`config.mk`:
```
export PLATFORM = sky130hd
export DESIGN_NAME = apb_rx_ctrl
export DESIGN_NICKNAME = d
export VERILOG_FILES = /design/src/rtl/apb_rx_ctrl.sv
export SDC_FILE = /design/constraint.sdc
export NUM_CORES = 1
export LEC_CHECK = 0
export BUFFER_PORTS_ARGS = -buffer_cell sky130_fd_sc_hd__buf_2
export CAP_MARGIN = 25
export CORE_ASPECT_RATIO = 1.25
export CORE_MARGIN = 4
export CORE_UTILIZATION = 39
export DETAILED_ROUTE_END_ITERATION = 8
export PLACE_DENSITY = 0.63
export SKIP_CTS_REPAIR_TIMING = 1
export SLEW_MARGIN = 20
export SYNTH_ARGS = -nofsm -noshare
export SYNTH_HDL_FRONTEND = slang
export SYNTH_SLANG_ARGS = --single-unit
```
`constraint.sdc`:
```
create_clock -name clk -period 3.75 [get_ports clk]
set_clock_uncertainty 0.05 [all_clocks]
set_input_delay 0.5625 -clock clk [delete_from_list [all_inputs] [get_ports clk]]
set_output_delay 0.5625 -clock clk [all_outputs]
set_load 0.005 [all_outputs]
```
`src/rtl/apb_rx_ctrl.sv`:
```
// UART RX sequencer: input synchroniser, baud prescaler, start-bit validation and the
// IDLE/START/DATA/STOP/BREAK frame walk that steers apb_rx_dp.
module apb_rx_ctrl #(
    parameter int unsigned OVERSAMPLE = 16,
    parameter int unsigned DATA_BITS  = 8,
    parameter int unsigned DIV_W      = 16
) (
    input  logic             clk,
    input  logic             rstn,
    input  logic             sel,
    input  logic             rx_en,
    input  logic             rx_in,
    input  logic [DIV_W-1:0] baud_div,
    output logic             start_bit,
    output logic             end_bit,
    output logic [9:0]       data_bit,
    output logic [9:0]       bit_cnto,
    output logic             sample_stb,
    output logic             rx_s,
    output logic             busy,
    output logic             rx_done,
    output logic             frame_err
);

    typedef enum logic [2:0] {
        StIdle,
        StStart,
        StData,
        StStop,
        StBreak
    } state_e;

    localparam logic [9:0] OsHalf  = 10'(OVERSAMPLE / 2 - 1);
    localparam logic [9:0] OsLast  = 10'(OVERSAMPLE - 1);
    localparam logic [9:0] LastBit = 10'(DATA_BITS - 1);

    state_e           state_q, state_d;
    logic [1:0]       sync_q, sync_d;
    logic [DIV_W-1:0] presc_q, presc_d;
    logic [DIV_W-1:0] div_q, div_d;
    logic [DIV_W-1:0] div_eff;
    logic [9:0]       os_q, os_d;
    logic [9:0]       db_q, db_d;
    logic             done_q, done_d;
    logic             ferr_q, ferr_d;
    logic             run;
    logic             tick;

    assign run = sel & rx_en;

    // Two-flop synchroniser; resets to the idle-high line level.
    always_comb begin
        sync_d = {sync_q[0], rx_in};
    end

    always_ff @(posedge clk or negedge rstn) begin
        if (!rstn) begin
            sync_q <= 2'b11;
        end else begin
            sync_q <= sync_d;
        end
    end

    assign rx_s = sync_q[1];

    // Prescaler: divisor is captured at each wrap (and while idle) so a mid-frame change
    // only lands on a tick boundary; held at 0 while idle so the first tick is a full period.
    always_comb begin
        div_eff = (baud_div == '0) ? DIV_W'(1) : baud_div;
        tick    = (state_q != StIdle) && (presc_q == div_q - DIV_W'(1));
        presc_d = presc_q + DIV_W'(1);
        div_d   = div_q;
        if ((state_q == StIdle) || !run || tick) begin
            presc_d = '0;
            div_d   = div_eff;
        end
    end

    always_ff @(posedge clk or negedge rstn) begin
        if (!rstn) begin
            presc_q <= '0;
            div_q   <= DIV_W'(1);
        end else begin
            presc_q <= presc_d;
            div_q   <= div_d;
        end
    end

    // Frame walk: next state, counters, sample strobe and completion pulses.
    always_comb begin
        state_d    = state_q;
        os_d       = os_q;
        db_d       = db_q;
        done_d     = 1'b0;
        ferr_d     = 1'b0;
        sample_stb = 1'b0;

        case (state_q)
            StIdle: begin
                if (run && !rx_s) begin
                    state_d = StStart;
                    os_d    = '0;
                end
            end
            StStart: begin
                if (tick) begin
                    if (os_q == OsHalf) begin
                        os_d = '0;
                        if (!rx_s) begin
                            state_d = StData;
                            db_d    = '0;
                        end else begin
                            // Line went back high before mid-bit: treat as a glitch.
                            state_d = StIdle;
                        end
                    end else begin
                        os_d = os_q + 10'd1;
                    end
                end
            end
            StData: begin
                if (tick) begin
                    if (os_q == OsLast) begin
                        sample_stb = 1'b1;
                        os_d       = '0;
                        if (db_q == LastBit) begin
                            state_d = StStop;
                        end else begin
                            db_d = db_q + 10'd1;
                        end
                    end else begin
                        os_d = os_q + 10'd1;
                    end
                end
            end
            StStop: begin
                if (tick) begin
                    if (os_q == OsLast) begin
                        os_d = '0;
                        if (rx_s) begin
                            done_d  = 1'b1;
                            state_d = StIdle;
                        end else begin
                            ferr_d  = 1'b1;
                            state_d = StBreak;
                        end
                    end else begin
                        os_d = os_q + 10'd1;
                    end
                end
            end
            StBreak: begin
                // Hold here until the line recovers so a stuck-low line cannot start a frame.
                if (rx_s) begin
                    state_d = StIdle;
                end
            end
            default: begin
                state_d = StIdle;
                os_d    = '0;
            end
        endcase

        // Losing sel/rx_en silently aborts the frame.
        if ((state_q != StIdle) && !run) begin
            state_d    = StIdle;
            os_d       = '0;
            db_d       = '0;
            done_d     = 1'b0;
            ferr_d     = 1'b0;
            sample_stb = 1'b0;
        end
    end

    // State, counter and pulse registers.
    always_ff @(posedge clk or negedge rstn) begin
        if (!rstn) begin
            state_q <= StIdle;
            os_q    <= '0;
            db_q    <= '0;
            done_q  <= 1'b0;
            ferr_q  <= 1'b0;
        end else begin
            state_q <= state_d;
            os_q    <= os_d;
            db_q    <= db_d;
            done_q  <= done_d;
            ferr_q  <= ferr_d;
        end
    end

    // Output decode from registered state.
    always_comb begin
        start_bit = (state_q == StStart);
        end_bit   = (state_q == StStop);
        busy      = (state_q != StIdle);
        data_bit  = db_q;
        bit_cnto  = os_q;
        rx_done   = done_q;
        frame_err = ferr_q;
    end

`ifndef SYNTHESIS
    // Pulses are exclusive and the oversample counter never passes the last tick.
    always_ff @(posedge clk) begin
        if (rstn) begin
            assert (!(done_q && ferr_q));
            assert (os_q <= OsLast);
        end
    end
`endif

endmodule

```
Word level (Yosys, flattened, before mapping) --
Index checks and enable logic that the tools add are counted.
Cells by class: eq/ne operators 21, multiplexer cells 44, bitwise gates (word level) 1, reduce and logical (&&, ||, !) cells 15, add/sub/neg operators 4
Operator list (count):
- 2-to-1 mux 10 bit | 13
- case mux 10 bit (4 select lines) | 1
- 2-to-1 mux 3 bit | 11
- 2-to-1 mux 16 bit | 2
- adder 10 x 1 -> 10 bit, second input constant | 2
- == test 10 x 3 -> 1 bit, second input constant | 2
- case mux 10 bit (2 select lines) | 1
- inequality test 3 x 1 -> 1 bit, second input constant | 6
- adder 16 x 1 -> 16 bit, second input constant | 1
- == test 16 bit | 1
- zero test 16 bit | 1
- subtractor 16 x 1 -> 16 bit, second input constant | 1
- inequality test 3 bit, second input constant | 5
- case mux 3 bit (5 select lines) | 1
- 2-to-1 mux 1 bit | 14
- == test 10 x 4 -> 1 bit, second input constant | 1
- AND reduction 9 bit | 1
- AND reduction 7 bit | 1
- == test 3 x 2 -> 1 bit, second input constant | 2
- nonzero test 3 bit | 2
- AND reduction 4 bit | 1
- == test 3 x 1 -> 1 bit, second input constant | 1
- == test 3 bit, second input constant | 1
- logical AND 1 bit | 3
- other kinds (8) | 10
Word-level totals: logic and storage cells 93, input port bits 21, output and inout port bits 27, register bits after elaboration 59

Logic depth before layout (Yosys ltp) --
Gate-level depths: netlist of run 1.
word-level depth 6, mapped depth 12, mapped depth without buffers 9

Least setup slack after synthesis of run 1 --
No wires, ideal clock.
path kind register to register, start point reg div_q[0], end point reg div_q[10], period minus slack after synthesis 2.889 ns, setup slack 0.861 ns, arrival time 2.714 ns, cell stages (with the launch flop) 12, data required time 3.575 ns, path through dfstp_2 -> inv_1 -> ha_1 -> xnor2_1 -> a2111oi_0 -> nand3_1 -> nor4_1 -> and3_1 -> buf_6 -> nor3_4 -> buf_12 -> mux2_4
Between the ends: cells in the longest elaborated chain, start to end 4
Ends and longest elaborated chain:
- start: declaration | line 40 | logic [DIV_W-1:0] div_q, div_d;
- start signal: assignment | line 85 | div_q <= div_d;
- subtractor 16 x 1 -> 16 bit | line 70 | tick = (state_q != StIdle) && (presc_q == div_q - DIV_W'(1));
- == test 16 bit | line 70
- logical AND 1 bit | line 70
- logical OR 1 bit | line 73 | if ((state_q == StIdle) || !run || tick) begin
Every way passes these cells. A chain may end at the register's enable or synchronous reset.

Final worst setup path of run 1 --
start point reg div_q[0], end point out sample_stb
Between the ends: cells in the longest elaborated chain, start to end 6
Ends and longest elaborated chain:
- subtractor 16 x 1 -> 16 bit | line 70
- == test 16 bit | line 70
- logical AND 1 bit | line 70
- 2-to-1 mux 1 bit | line 122 | if (tick) begin
- 2-to-1 mux 1 bit | line 98 | case (state_q)
- 2-to-1 mux 1 bit | line 165 | if ((state_q != StIdle) && !run) begin
- end: declaration | line 18 | output logic sample_stb,
Every way passes these cells.

==> results of run 1 <==
## cell families after synthesis
kind of cell	synth area share (%)
buf+inv	4.83
flops	40.0
compound gates	15.4
xor+xnor	7.33
simple gates	24.0
fa+ha+maj	1.35
mux	7.13
## placed cells by master (no fill, tap or decap), types with 7 or more instances in the layout
master	instances
dfrtp_1	56
mux2_4	9
and3_1	12
buf_2	47
nand3_1	20
mux2_2	7
xnor2_1	14
buf_4	11
o21ai_0	9
inv_1	16
nor4_1	9
a21oi_1	10
a31oi_1	15
clkbuf_16	9
nor2_1	40
xor2_1	17
nand2_1	25
nor3_1	15
## power groups by stage
stage / sequential, mW / clock [mW] / combinational, mW
final: 0.682 / 0.852 / 0.133
after global routing: 0.684 / 0.899 / 0.149
after CTS: 0.681 / 0.877 / 0.134
after detailed placement: 0.691 / 0 / 0.134
after global placement: 0.691 / 0 / 0.131
after floorplan: 0.681 / 0 / 0.0891
## layer usage
metal | up-vias | global-route usage, %
met4 | 0 | 8.37
li1 | 1539 | -
met5 | - | 0
met2 | 66 | 27.8
met3 | 23 | 3.96
met1 | 1515 | 20.5
## state kept, by name, indices dropped and copies added, names as in the netlist
register and cells:
bit_cnto 10, data_bit 10, div_q 16, frame_err 1, presc_q 16, rx_done 1
state_q 3, sync_q 2
## worst paths after layout
| check | start | endpoint | slack [ns] | cells after the start |
|---|---|---|---|---|
| max reg2reg | div_q[0]$_DFFE_PN1N_ | bit_cnto[9]$_DFFE_PN0P_ | 0.60 | 10 |
| max in group asynchronous | rstn | sync_q[0]$_DFF_PN1_ | 2.51 | 2 |
| min | rstn | div_q[8]$_DFFE_PN0N_ | 0.28 | 1 |
| max | div_q[0]$_DFFE_PN1N_ | sample_stb | 0.32 | 9 |
| min reg2reg | sync_q[0]$_DFF_PN1_ | sync_q[1]$_DFF_PN1_ | 0.30 | 0 |
| min in group clk | rx_in | sync_q[0]$_DFF_PN1_ | 0.28 | 1 |
## per-stage QoR
step | setup slack, ns | total power, mW
final | 0.321 | 1.67
after CTS | 0.197 | 1.69
after floorplan | 0.861 | 0.770
after global placement | 0.576 | 0.822
after detailed placement | 0.513 | 0.824
after global routing | 0.0925 | 1.73
## layout make-up
type	count	area share, %
Multi-Input combinational cell	299	46.9
Clock buffer	15	6.56
Clock inverter	1	0.685
Tap cell	123	3.51
Sequential cell	59	33.7
Inverter	16	1.37
Timing Repair Buffer	58	7.24
==> run summary, run 1 <==
FINISH
----------------------------------------------------------------------------------------------------
Area occupied by registers ............................................................   1480 sq um
Layout Utilization ....................................................................        47.6%
Total inserted antenna cells ..........................................................            0
Post-route non-filler standard cell count .............................................          571
Proportion of layout cells with a drive suffix above 1 ................................        24.3%
Number of fillers in the final layout .................................................          879
Final Cell Area .......................................................................   4390 sq um
Layout-stage area growth over the synthesis result ....................................        18.5%
Area used by multi-input combinational logic ..........................................   2060 sq um
Layout net count ......................................................................          468

GRT
----------------------------------------------------------------------------------------------------
Aggregate global routing overflow .....................................................            0
Initial antenna violation count .......................................................            0
Number of global-route vias before repair .............................................         3077
First-pass GRT wire length ............................................................      14.5 mm
GRT Total Usage .......................................................................        16.8%
Largest net degree at the start of global routing .....................................           39

SYNTHESIS
----------------------------------------------------------------------------------------------------
Most instantiated flip-flop cell in the synthesis netlist .............................      dfrtp_1
Async set-or-reset flop fraction in the synthesized netlist ...........................         100%
Yosys warnings ........................................................................            0
Post-Syn Area .........................................................................   3700 sq um
Synthesized instance count ............................................................          394
Net count of the mapped netlist .......................................................          419
Synth Area per Inst ...................................................................   9.40 sq um
List of most frequent post-synthesis cells ............................................ dfrtp_1, nor2_1, nand2_1
Share of the synthesized area in the top cell type ....................................        37.9%
Top-count cell post-synth .............................................................      dfrtp_1
Count of distinct cell types in the synthesized netlist ...............................           64
Cell type with the highest aggregate area in the netlist ..............................      dfrtp_1
Top area cells in the synthesized netlist ............................................. dfrtp_1, nor2_1, xor2_1, mux2_4, xnor2_1
Share of the yosys chip area belonging to registers ...................................        40.0%
Number of flops mapped to enable cells by yosys .......................................            0
Synthesis-stage register bit count ....................................................           59

STA
----------------------------------------------------------------------------------------------------
Accumulated negative setup slack ......................................................         0 ns
Setup repair after global routing missed its margin ...................................           no
Worst slew margin .....................................................................        45.1%
Smallest hold slack ...................................................................     0.284 ns
Slew @ Worst Pin ......................................................................     0.824 ns
Final Hold Violating Endpoints ........................................................            0
Fin crit period .......................................................................      3.43 ns
Share of the cycle needed by the critical path after routing ..........................        91.5%
Final number of max-transition violations .............................................            0
Max Clock Freq ........................................................................      292 MHz
Final setup vio count .................................................................            0

DETAILED ROUTING
----------------------------------------------------------------------------------------------------
Remaining DRCs ........................................................................            0
DRT met1 WL ...........................................................................      3.91 mm
Total vias in the final route .........................................................         3143
Routed met2 length ....................................................................      4.24 mm
First DRT Iteration DRCs ..............................................................          172
Routed via count divided by cell count ................................................         5.50
Number of optimization iterations in the first detailed-route pass ....................            4
Count of antenna-violating nets left after detailed routing ...........................            0
Wirelength per Cell ...................................................................      15.3 um
Routed length on met3 .................................................................       336 um
Uppermost layer routed ................................................................         met4
Total length of routed wires ..........................................................      8.74 mm

CLOCKING
----------------------------------------------------------------------------------------------------
Clock tree from TritonCTS .............................................................          yes
Number of buffers created by CTS ......................................................            9
CTS max path bufs .....................................................................            2
Clock-pin slew reported for the worst setup and hold paths after clock tree synthesis .      0.05 ns
Level count of the clock H-tree .......................................................            3
Clock latency reported for the late side of the worst-skew pair .......................      0.33 ns
TritonCTS Sinks .......................................................................           59
Root Driver ...........................................................................    clkbuf_16

FLOORPLAN
----------------------------------------------------------------------------------------------------
Initial cell density of the core ......................................................        40.1%
Area enclosed by the die boundary .....................................................  11100 sq um
Die Height ............................................................................       117 um
IO Pins ...............................................................................           48
Number of placement rows ..............................................................           39
Width of the die ......................................................................      95.1 um
Floorplan core area ...................................................................   9220 sq um

POWER AND IR DROP
----------------------------------------------------------------------------------------------------
Worst voltage drop across the vdd grid ................................................     0.150 mV
Relative contribution of sequential cells to total power ..............................        40.9%
Leak Pwr ..............................................................................      1.92 nW
Internal power of the cells ...........................................................      1.30 mW
Part of the power in the clock network ................................................        51.2%
Combinational fraction of design power ................................................         8.0%
Power spent charging and discharging nets .............................................     0.367 mW
Switching Share .......................................................................        22.0%
Pwr dens ..............................................................................  380 nW/um^2

PLACEMENT
----------------------------------------------------------------------------------------------------
Cell area after placement .............................................................   4060 sq um
Number of port buffers ................................................................           47
Number of cells in the design after placement .........................................          555
HPWL Detailed .........................................................................      6.46 mm
Placer's final routability congestion estimate ........................................        0.892

MIN PATH
----------------------------------------------------------------------------------------------------
Type of the tightest min-delay check ..................................................  in -> async

CRITICAL PATH
----------------------------------------------------------------------------------------------------
Critical path buffers and inverters ...................................................            2
Cell family contributing the most delay on the critical path .......................... simple AND/OR/NAND/NOR gates
Delay of the slowest critical-path stage ..............................................      0.56 ns
Critical path's slowest cell ..........................................................      dfstp_2
Critical Path, Cell by Cell ........................................................... inv_1 > ha_1 > xnor2_1 > a2111oi_0 > nand3_1 > nor4_2 > nand4_1 > nor2b_1 > buf_2
Category of the worst setup path capture point ........................................ primary output
Kind of critical path .................................................................   reg -> out
Endpoint required time on the critical path ...........................................      3.14 ns
CP startpoint kind ....................................................................    flip-flop
CP arrival ............................................................................      2.82 ns
Maximum fanout encountered on the critical timing path ................................            4

JOB
----------------------------------------------------------------------------------------------------
Number of max-cap violations ..........................................................            0

RUN STATUS
----------------------------------------------------------------------------------------------------
Result of the run ..................................................................... complete, no violations

No activity file was read; power rests on OpenSTA's default activity.
==> inputs of run 2 (changes only) <==
Settings changed: CTS_BUF_LIST set to sky130_fd_sc_hd__clkbuf_8, CTS_CLUSTER_SIZE set to 24.
==> run 2 against run 1 <==
Effect of this change: sequential share of layout area grew 0.80 points; worst hold slack lost 0.020 ns; first-iteration DRC count grew 11%; die area is the same; clock power shrank 28%; setup slack lost 0.042 ns; sequential cell count is the same; largest power group is now registers; combinational power is essentially flat; final cell count is the same.
==> run summary, run 2 (synthesis results as in run 1) <==
STA
----------------------------------------------------------------------------------------------------
Slew @ Worst Pin ......................................................................     0.835 ns   +0.0109 ns
Final number of max-transition violations .............................................            0   unchanged
Final WS setup ........................................................................     0.279 ns   -0.0416 ns
Worst slew margin .....................................................................        44.3%   -0.73 points
Share of the cycle needed by the critical path after routing ..........................        92.6%   +1.1 points
Final Hold Violating Endpoints ........................................................            0   unchanged
Accumulated negative setup slack ......................................................         0 ns   unchanged
Final setup vio count .................................................................            0   unchanged
Fin crit period .......................................................................      3.47 ns   +0.0416 ns
Max Clock Freq ........................................................................      288 MHz   -1.2%
Setup repair after global routing missed its margin ...................................           no

CRITICAL PATH
----------------------------------------------------------------------------------------------------
Worst setup path endpoint .............................................................   sample_stb
Delay of the slowest critical-path stage ..............................................      0.56 ns   about the same
End of the worst register-to-register path ............................................ bit_cnto[9]$_DFFE_PN0P_
R2R Path Start ........................................................................ div_q[0]$_DFFE_PN1N_
Number of cell instances on the worst register-to-register path .......................           10   unchanged
Kind of critical path .................................................................   reg -> out
CP arrival ............................................................................      2.86 ns   +0.04 ns
Setup crit start ...................................................................... div_q[0]$_DFFE_PN1N_
Endpoint required time on the critical path ...........................................      3.14 ns   about the same
Critical path's slowest cell ..........................................................      dfstp_2
Maximum fanout encountered on the critical timing path ................................            4   unchanged
CP startpoint kind ....................................................................    flip-flop
Register-to-register path setup slack .................................................      0.57 ns   -0.03 ns
Critical Path, Cell by Cell ........................................................... inv_1 > ha_1 > xnor2_1 > a2111oi_0 > nand3_1 > nor4_2 > nand4_1 > nor2b_1 > buf_2
Category of the worst setup path capture point ........................................ primary output

GRT
----------------------------------------------------------------------------------------------------
Largest net degree at the start of global routing .....................................           39   unchanged
Initial antenna violation count .......................................................            0   unchanged
First-pass GRT wire length ............................................................      14.5 mm   unchanged
GRT Total Usage .......................................................................        16.9%   +0.054 points
Aggregate global routing overflow .....................................................            0   unchanged
Met3 routing resource usage after global routing ......................................        3.13%   -0.83 points
Met1 demand-to-capacity share in global routing .......................................        20.3%   -0.16 points
Global Route met2 Usage ...............................................................        28.0%   +0.19 points
Number of global-route vias before repair .............................................         3087   +0.32%
Global route hottest layer ............................................................         met2

POWER AND IR DROP
----------------------------------------------------------------------------------------------------
Worst voltage drop across the vdd grid ................................................     0.130 mV   -13%
Leak Pwr ..............................................................................      1.88 nW   -2.0%
Pwr dens ..............................................................................  333 nW/um^2   -12%

FINISH
----------------------------------------------------------------------------------------------------
Layout net count ......................................................................          468   unchanged
Total inserted antenna cells ..........................................................            0   unchanged
Top flop regs ......................................................................... div_q: 16 flops, presc_q: 16 flops
Leading cell types in the layout, fill and taps excluded .............................. dfrtp_1, buf_2, nor2_1, nand2_1, nand3_1
Proportion of layout cells with a drive suffix above 1 ................................        24.3%   unchanged
Most common cell after layout, fill and taps aside ....................................      dfrtp_1
Layout-stage area growth over the synthesis result ....................................        15.7%

DETAILED ROUTING
----------------------------------------------------------------------------------------------------
Number of optimization iterations in the first detailed-route pass ....................            4   unchanged
Total length of routed wires ..........................................................      8.78 mm   +0.41%
First DRT Iteration DRCs ..............................................................          191   +11%
Remaining DRCs ........................................................................            0   unchanged
Routed via count divided by cell count ................................................         5.51   about the same
Total vias in the final route .........................................................         3146   +0.095%
Count of antenna-violating nets left after detailed routing ...........................            0   unchanged
Wirelength per Cell ...................................................................      15.4 um   +0.41%

FLOORPLAN
----------------------------------------------------------------------------------------------------
Area enclosed by the die boundary .....................................................  11100 sq um   unchanged
Initial cell density of the core ......................................................        40.1%   unchanged
Number of placement rows ..............................................................           39   unchanged
Width of the die ......................................................................      95.1 um   unchanged
Die Height ............................................................................       117 um   unchanged
IO Pins ...............................................................................           48   unchanged
Floorplan core area ...................................................................   9220 sq um   unchanged

MIN PATH
----------------------------------------------------------------------------------------------------
Hold path start .......................................................................        rx_in
Type of the tightest min-delay check ..................................................    in -> reg

CLOCKING
----------------------------------------------------------------------------------------------------
Clock latency reported for the late side of the worst-skew pair .......................      0.35 ns   +0.02 ns
Number of buffers created by CTS ......................................................            9   unchanged
CTS max path bufs .....................................................................            2   unchanged
Clock-pin slew reported for the worst setup and hold paths after clock tree synthesis .      0.06 ns   about the same
Root Driver ...........................................................................     clkbuf_8
TritonCTS Sinks .......................................................................           59   unchanged
Level count of the clock H-tree .......................................................            3   unchanged
Clock tree from TritonCTS .............................................................          yes

PLACEMENT
----------------------------------------------------------------------------------------------------
Number of port buffers ................................................................           47   unchanged
DP Worst Slack ........................................................................     0.513 ns   unchanged
HPWL Detailed .........................................................................      6.46 mm   unchanged
Placer's final routability congestion estimate ........................................        0.892   unchanged

JOB
----------------------------------------------------------------------------------------------------
Number of max-cap violations ..........................................................            0   unchanged

RUN STATUS
----------------------------------------------------------------------------------------------------
Result of the run ..................................................................... complete, no violations

## run 2: layer usage
metal  wire length (um)  up-vias
met5                  0        -
met3                356       20
li1                   -     1540
met2               4310       81
met1               3830     1505
met4                274        0
## run 2: final cells by class
class                   instances  area, sq um
well taps                     123          154
flip-flops and latches         59         1480
multi-input cells             299         2060
repair buffers                 58          318
clock buffers                  13          179
clock inverters                 3         37.5
fillers                       885         4940
inverters                      16         60.1
## run 2: through the flow
stage / power (mW) / hold slack (ns) / area [sq um] / utilization [%] / instances
finish: 1.43 / 0.264 / 4290 / 46.5 / 571
CTS: 1.45 / 0.245 / 4280 / 46.4 / 571
global route: 1.49 / 0.246 / 4290 / 46.5 / 571
detailed placement: 0.824 / 0.297 / 4060 / 44.1 / 555
floorplan: 0.770 / 0.217 / 3700 / - / 394
global placement: 0.822 / 0.296 / 4060 / 44.1 / 555
## run 2: worst min path at each step
stage / slack [ns] / cells after the start / to
after floorplan: 0.22 / 0 / bit_cnto[0]$_DFFE_PN0P_
after global placement: 0.30 / 0 / sync_q[1]$_DFF_PN1_
after detailed placement: 0.30 / 0 / sync_q[1]$_DFF_PN1_
after CTS: 0.25 / 1 / sync_q[0]$_DFF_PN1_
after global routing: 0.25 / 1 / sync_q[0]$_DFF_PN1_
final: 0.26 / 1 / sync_q[0]$_DFF_PN1_
## run 2: report_power, final
| group | internal, mW | switching [mW] | total (mW) |
|---|---|---|---|
| combinational | 0.0584 | 0.0741 | 0.133 |
| sequential | 0.653 | 0.0266 | 0.680 |
| clock | 0.375 | 0.242 | 0.616 |
| total | 1.09 | 0.343 | 1.43 |
## run 2: worst max-delay path, delay by kind of cell (launching register included)
kind / cells / cell delay [ns]
flops: 1 / 0.56
xor+xnor: 1 / 0.12
fa+ha+maj: 1 / 0.30
simple gates: 4 / 0.95
compound gates: 1 / 0.40
buf+inv: 2 / 0.18
==> inputs of run 3 (changes only) <==
Settings changed: ABC_AREA set to 1, BUFFER_PORTS_ARGS -buffer_cell sky130_fd_sc_hd__buf_2 to -buffer_cell sky130_fd_sc_hd__buf_4, PLACE_DENSITY 0.63 to 0.62.
==> run 3 against run 2 <==
Effect of this change: critical endpoint unchanged; core utilization fell by 0.18 points; largest power group unchanged; clock power fell by 16%; critical path depth is 2 higher.
==> run summary, run 3 <==
GRT
----------------------------------------------------------------------------------------------------
Largest net degree at the start of global routing .....................................           60   +54%
Aggregate global routing overflow .....................................................            0   unchanged
Initial antenna violation count .......................................................            0   unchanged
Number of global-route vias before repair .............................................         3420   +11%
First-pass GRT wire length ............................................................      15.5 mm   +6.5%
GRT Total Usage .......................................................................        17.1%   +0.23 points

POWER AND IR DROP
----------------------------------------------------------------------------------------------------
Worst voltage drop across the vdd grid ................................................     0.204 mV   +57%
Relative contribution of sequential cells to total power ..............................        38.9%   -8.7 points
Switching Share .......................................................................        40.3%   +16 points
Power spent charging and discharging nets .............................................     0.785 mW   +130%
Combinational fraction of design power ................................................        34.6%   +25 points
Part of the power in the clock network ................................................        26.6%   -16 points
Internal power of the cells ...........................................................      1.16 mW   +7.2%
Post-route total power ................................................................      1.95 mW   +36%
Pwr dens ..............................................................................  441 nW/um^2   +32%
Leak Pwr ..............................................................................      2.12 nW   +13%

SYNTHESIS
----------------------------------------------------------------------------------------------------
Most instantiated flip-flop cell in the synthesis netlist .............................      dfrtp_1
Synthesis-stage register bit count ....................................................           59   unchanged
Synth Area per Inst ...................................................................   7.22 sq um   -23%
Number of flops mapped to enable cells by yosys .......................................            0   unchanged
Top area cells in the synthesized netlist ............................................. dfrtp_1, nand2_1, nor2_1, inv_1, nand3_1
Count of distinct cell types in the synthesized netlist ...............................           35   -45%
List of most frequent post-synthesis cells ............................................ nand2_1, nor2_1, inv_1
Share of the synthesized area in the top cell type ....................................        36.9%   -1.0 points
Top-count cell post-synth .............................................................      nand2_1
Post-Syn Area .........................................................................   3800 sq um   +2.7%
Cell type with the highest aggregate area in the netlist ..............................      dfrtp_1
Synthesized instance count ............................................................          527   +34%
Net count of the mapped netlist .......................................................          552   +32%
Yosys warnings ........................................................................            0   unchanged
Share of the yosys chip area belonging to registers ...................................        38.9%   -1.1 points
Async set-or-reset flop fraction in the synthesized netlist ...........................         100%   unchanged

CLOCKING
----------------------------------------------------------------------------------------------------
CTS max path bufs .....................................................................            2   unchanged
Clock tree from TritonCTS .............................................................          yes
Root Driver ...........................................................................     clkbuf_8
Clock latency reported for the late side of the worst-skew pair .......................      0.35 ns   about the same
Level count of the clock H-tree .......................................................            3   unchanged
TritonCTS Sinks .......................................................................           59   unchanged
Number of buffers created by CTS ......................................................            9   unchanged
Clock-pin slew reported for the worst setup and hold paths after clock tree synthesis .      0.06 ns   about the same

PLACEMENT
----------------------------------------------------------------------------------------------------
Placer's final routability congestion estimate ........................................        0.876   -1.8%
DP Worst Slack ........................................................................     0.940 ns   +0.428 ns
Number of port buffers ................................................................           47   unchanged
HPWL Detailed .........................................................................      6.62 mm   +2.5%

FLOORPLAN
----------------------------------------------------------------------------------------------------
Width of the die ......................................................................      96.3 um   +1.2%
Initial cell density of the core ......................................................        39.8%   -0.37 points
IO Pins ...............................................................................           48   unchanged
Die Height ............................................................................       118 um   +1.2%
Number of placement rows ..............................................................           40   +2.6%
Area enclosed by the die boundary .....................................................  11400 sq um   +2.5%
Floorplan core area ...................................................................   9560 sq um   +3.6%

FINISH
----------------------------------------------------------------------------------------------------
Leading cell types in the layout, fill and taps excluded .............................. nand2_1, inv_1, nor2_1, dfrtp_1, buf_4
Layout Utilization ....................................................................        46.3%   -0.18 points
Layout-stage area growth over the synthesis result ....................................        16.4%
Layout net count ......................................................................          602   +29%
Number of fillers in the final layout .................................................          989   +12%
Proportion of layout cells with a drive suffix above 1 ................................        17.2%   -7.1 points
Top flop regs ......................................................................... div_q: 16 flops, presc_q: 16 flops
Total inserted antenna cells ..........................................................            0   unchanged
Most common cell after layout, fill and taps aside ....................................      nand2_1

STA
----------------------------------------------------------------------------------------------------
Final number of max-transition violations .............................................            0   unchanged
Accumulated negative setup slack ......................................................         0 ns   unchanged
Fin crit period .......................................................................      3.19 ns   -0.283 ns
Setup repair after global routing missed its margin ...................................           no
Worst slew margin .....................................................................        49.8%   +5.5 points
Share of the cycle needed by the critical path after routing ..........................        85.0%   -7.5 points
Final WS setup ........................................................................     0.562 ns   +0.283 ns
Max Clock Freq ........................................................................      314 MHz   +8.9%
Final Hold Violating Endpoints ........................................................            0   unchanged
Smallest hold slack ...................................................................     0.223 ns   -0.0407 ns
Final setup vio count .................................................................            0   unchanged
Slew @ Worst Pin ......................................................................     0.753 ns   -0.0824 ns

MIN PATH
----------------------------------------------------------------------------------------------------
Type of the tightest min-delay check ..................................................  in -> async

CRITICAL PATH
----------------------------------------------------------------------------------------------------
Delay of the slowest critical-path stage ..............................................      0.55 ns   about the same
Maximum fanout encountered on the critical timing path ................................            3   -1
Critical path's slowest cell ..........................................................      dfstp_2
Category of the worst setup path capture point ........................................ primary output
Critical Path, Cell by Cell ........................................................... inv_1 > ha_1 > xor2_1 > nand3_1 > a21oi_1 > nand4_1 > nor2_1 > nand4_1 > or2_2 > nor2_1 > buf_4
CP startpoint kind ....................................................................    flip-flop
CP arrival ............................................................................      2.58 ns   -0.28 ns
Endpoint required time on the critical path ...........................................      3.14 ns   about the same
Kind of critical path .................................................................   reg -> out

DETAILED ROUTING
----------------------------------------------------------------------------------------------------
Number of optimization iterations in the first detailed-route pass ....................            4   unchanged
Wirelength per Cell ...................................................................      12.3 um   -20%
First DRT Iteration DRCs ..............................................................          139   -27%
Count of antenna-violating nets left after detailed routing ...........................            0   unchanged
Remaining DRCs ........................................................................            0   unchanged
Routed via count divided by cell count ................................................         4.88   -11%
Total length of routed wires ..........................................................      8.72 mm   -0.71%
Total vias in the final route .........................................................         3456   +9.9%

RUN STATUS
----------------------------------------------------------------------------------------------------
Result of the run ..................................................................... complete, no violations

JOB
----------------------------------------------------------------------------------------------------
Number of max-cap violations ..........................................................            0   unchanged

==> run 3: per-layer routing <==
| layer | share of wire, % | GRT usage [%] |
|---|---|---|
| met5 | 0 | 0 |
| met4 | 2.0 | 7.63 |
| met3 | 3.8 | 3.76 |
| met2 | 51 | 28.9 |
| met1 | 43 | 20.3 |
==> run 3: power groups by stage <==
stage / Clock [mW] / Combinational [mW] / Sequential [mW]
6_report: 0.518 / 0.674 / 0.758
5_1_grt: 0.565 / 0.787 / 0.768
4_1_cts: 0.535 / 0.682 / 0.758
3_5_place_dp: 0 / 0.677 / 0.769
3_3_place_gp: 0 / 0.672 / 0.768
2_1_floorplan: 0 / 0.524 / 0.753
==> run 3: cells by family (layout without fill, tap and decap cells) <==
logic type      Yosys count  in the layout  share of synthesized area [%]
buf+inv                  75            130                           8.33
simple gates            310            310                           38.4
xor+xnor                 23             23                           5.30
compound gates           56             56                           7.70
flops                    59             59                           38.9
fa+ha+maj                 4              4                           1.32
==> run 3: metrics by stage <==
stage,std cells,cell area [sq um]
floorplan,527,3800
global placement,692,4250
detailed placement,692,4250
CTS,708,4420
global route,708,4420
finish,708,4420
==> run 3: area by class of cell <==
cell class	count	area, sq um	area share, %
tap	126	158	3.56
timing repair buffer	48	360	8.14
clock buffer	11	151	3.42
multi-input combinational	393	2010	45.3
sequential	59	1480	33.5
clock inverter	5	21.3	0.481
inverter	66	248	5.60
==> run 3: worst max-delay path, delay by kind of cell (launching register included) <==
family                   cells  cell delay, ns
AO/OA/AOI/OAI                1            0.15
XOR/XNOR                     1            0.16
adder cells (fa/ha/maj)      1            0.30
buffers and inverters        2            0.19
flip-flops                   1            0.55
AND/OR/NAND/NOR              6            0.88
==> run 3: final timing paths <==
check / start / endpoint / slack [ns] / depth (start not counted)
setup / recovery: div_q[0]$_DFFE_PN1N_ / sample_stb / 0.56 / 11
hold / removal: rstn / bit_cnto[5]$_DFFE_PN0P_ / 0.22 / 1
setup reg to reg: div_q[0]$_DFFE_PN1N_ / data_bit[0]$_DFFE_PN0P_ / 0.97 / 16
hold reg to reg: sync_q[0]$_DFF_PN1_ / sync_q[1]$_DFF_PN1_ / 0.31 / 0
max in group asynchronous: rstn / presc_q[5]$_DFF_PN0_ / 2.92 / 1
min in group clk: rx_in / sync_q[0]$_DFF_PN1_ / 0.26 / 1
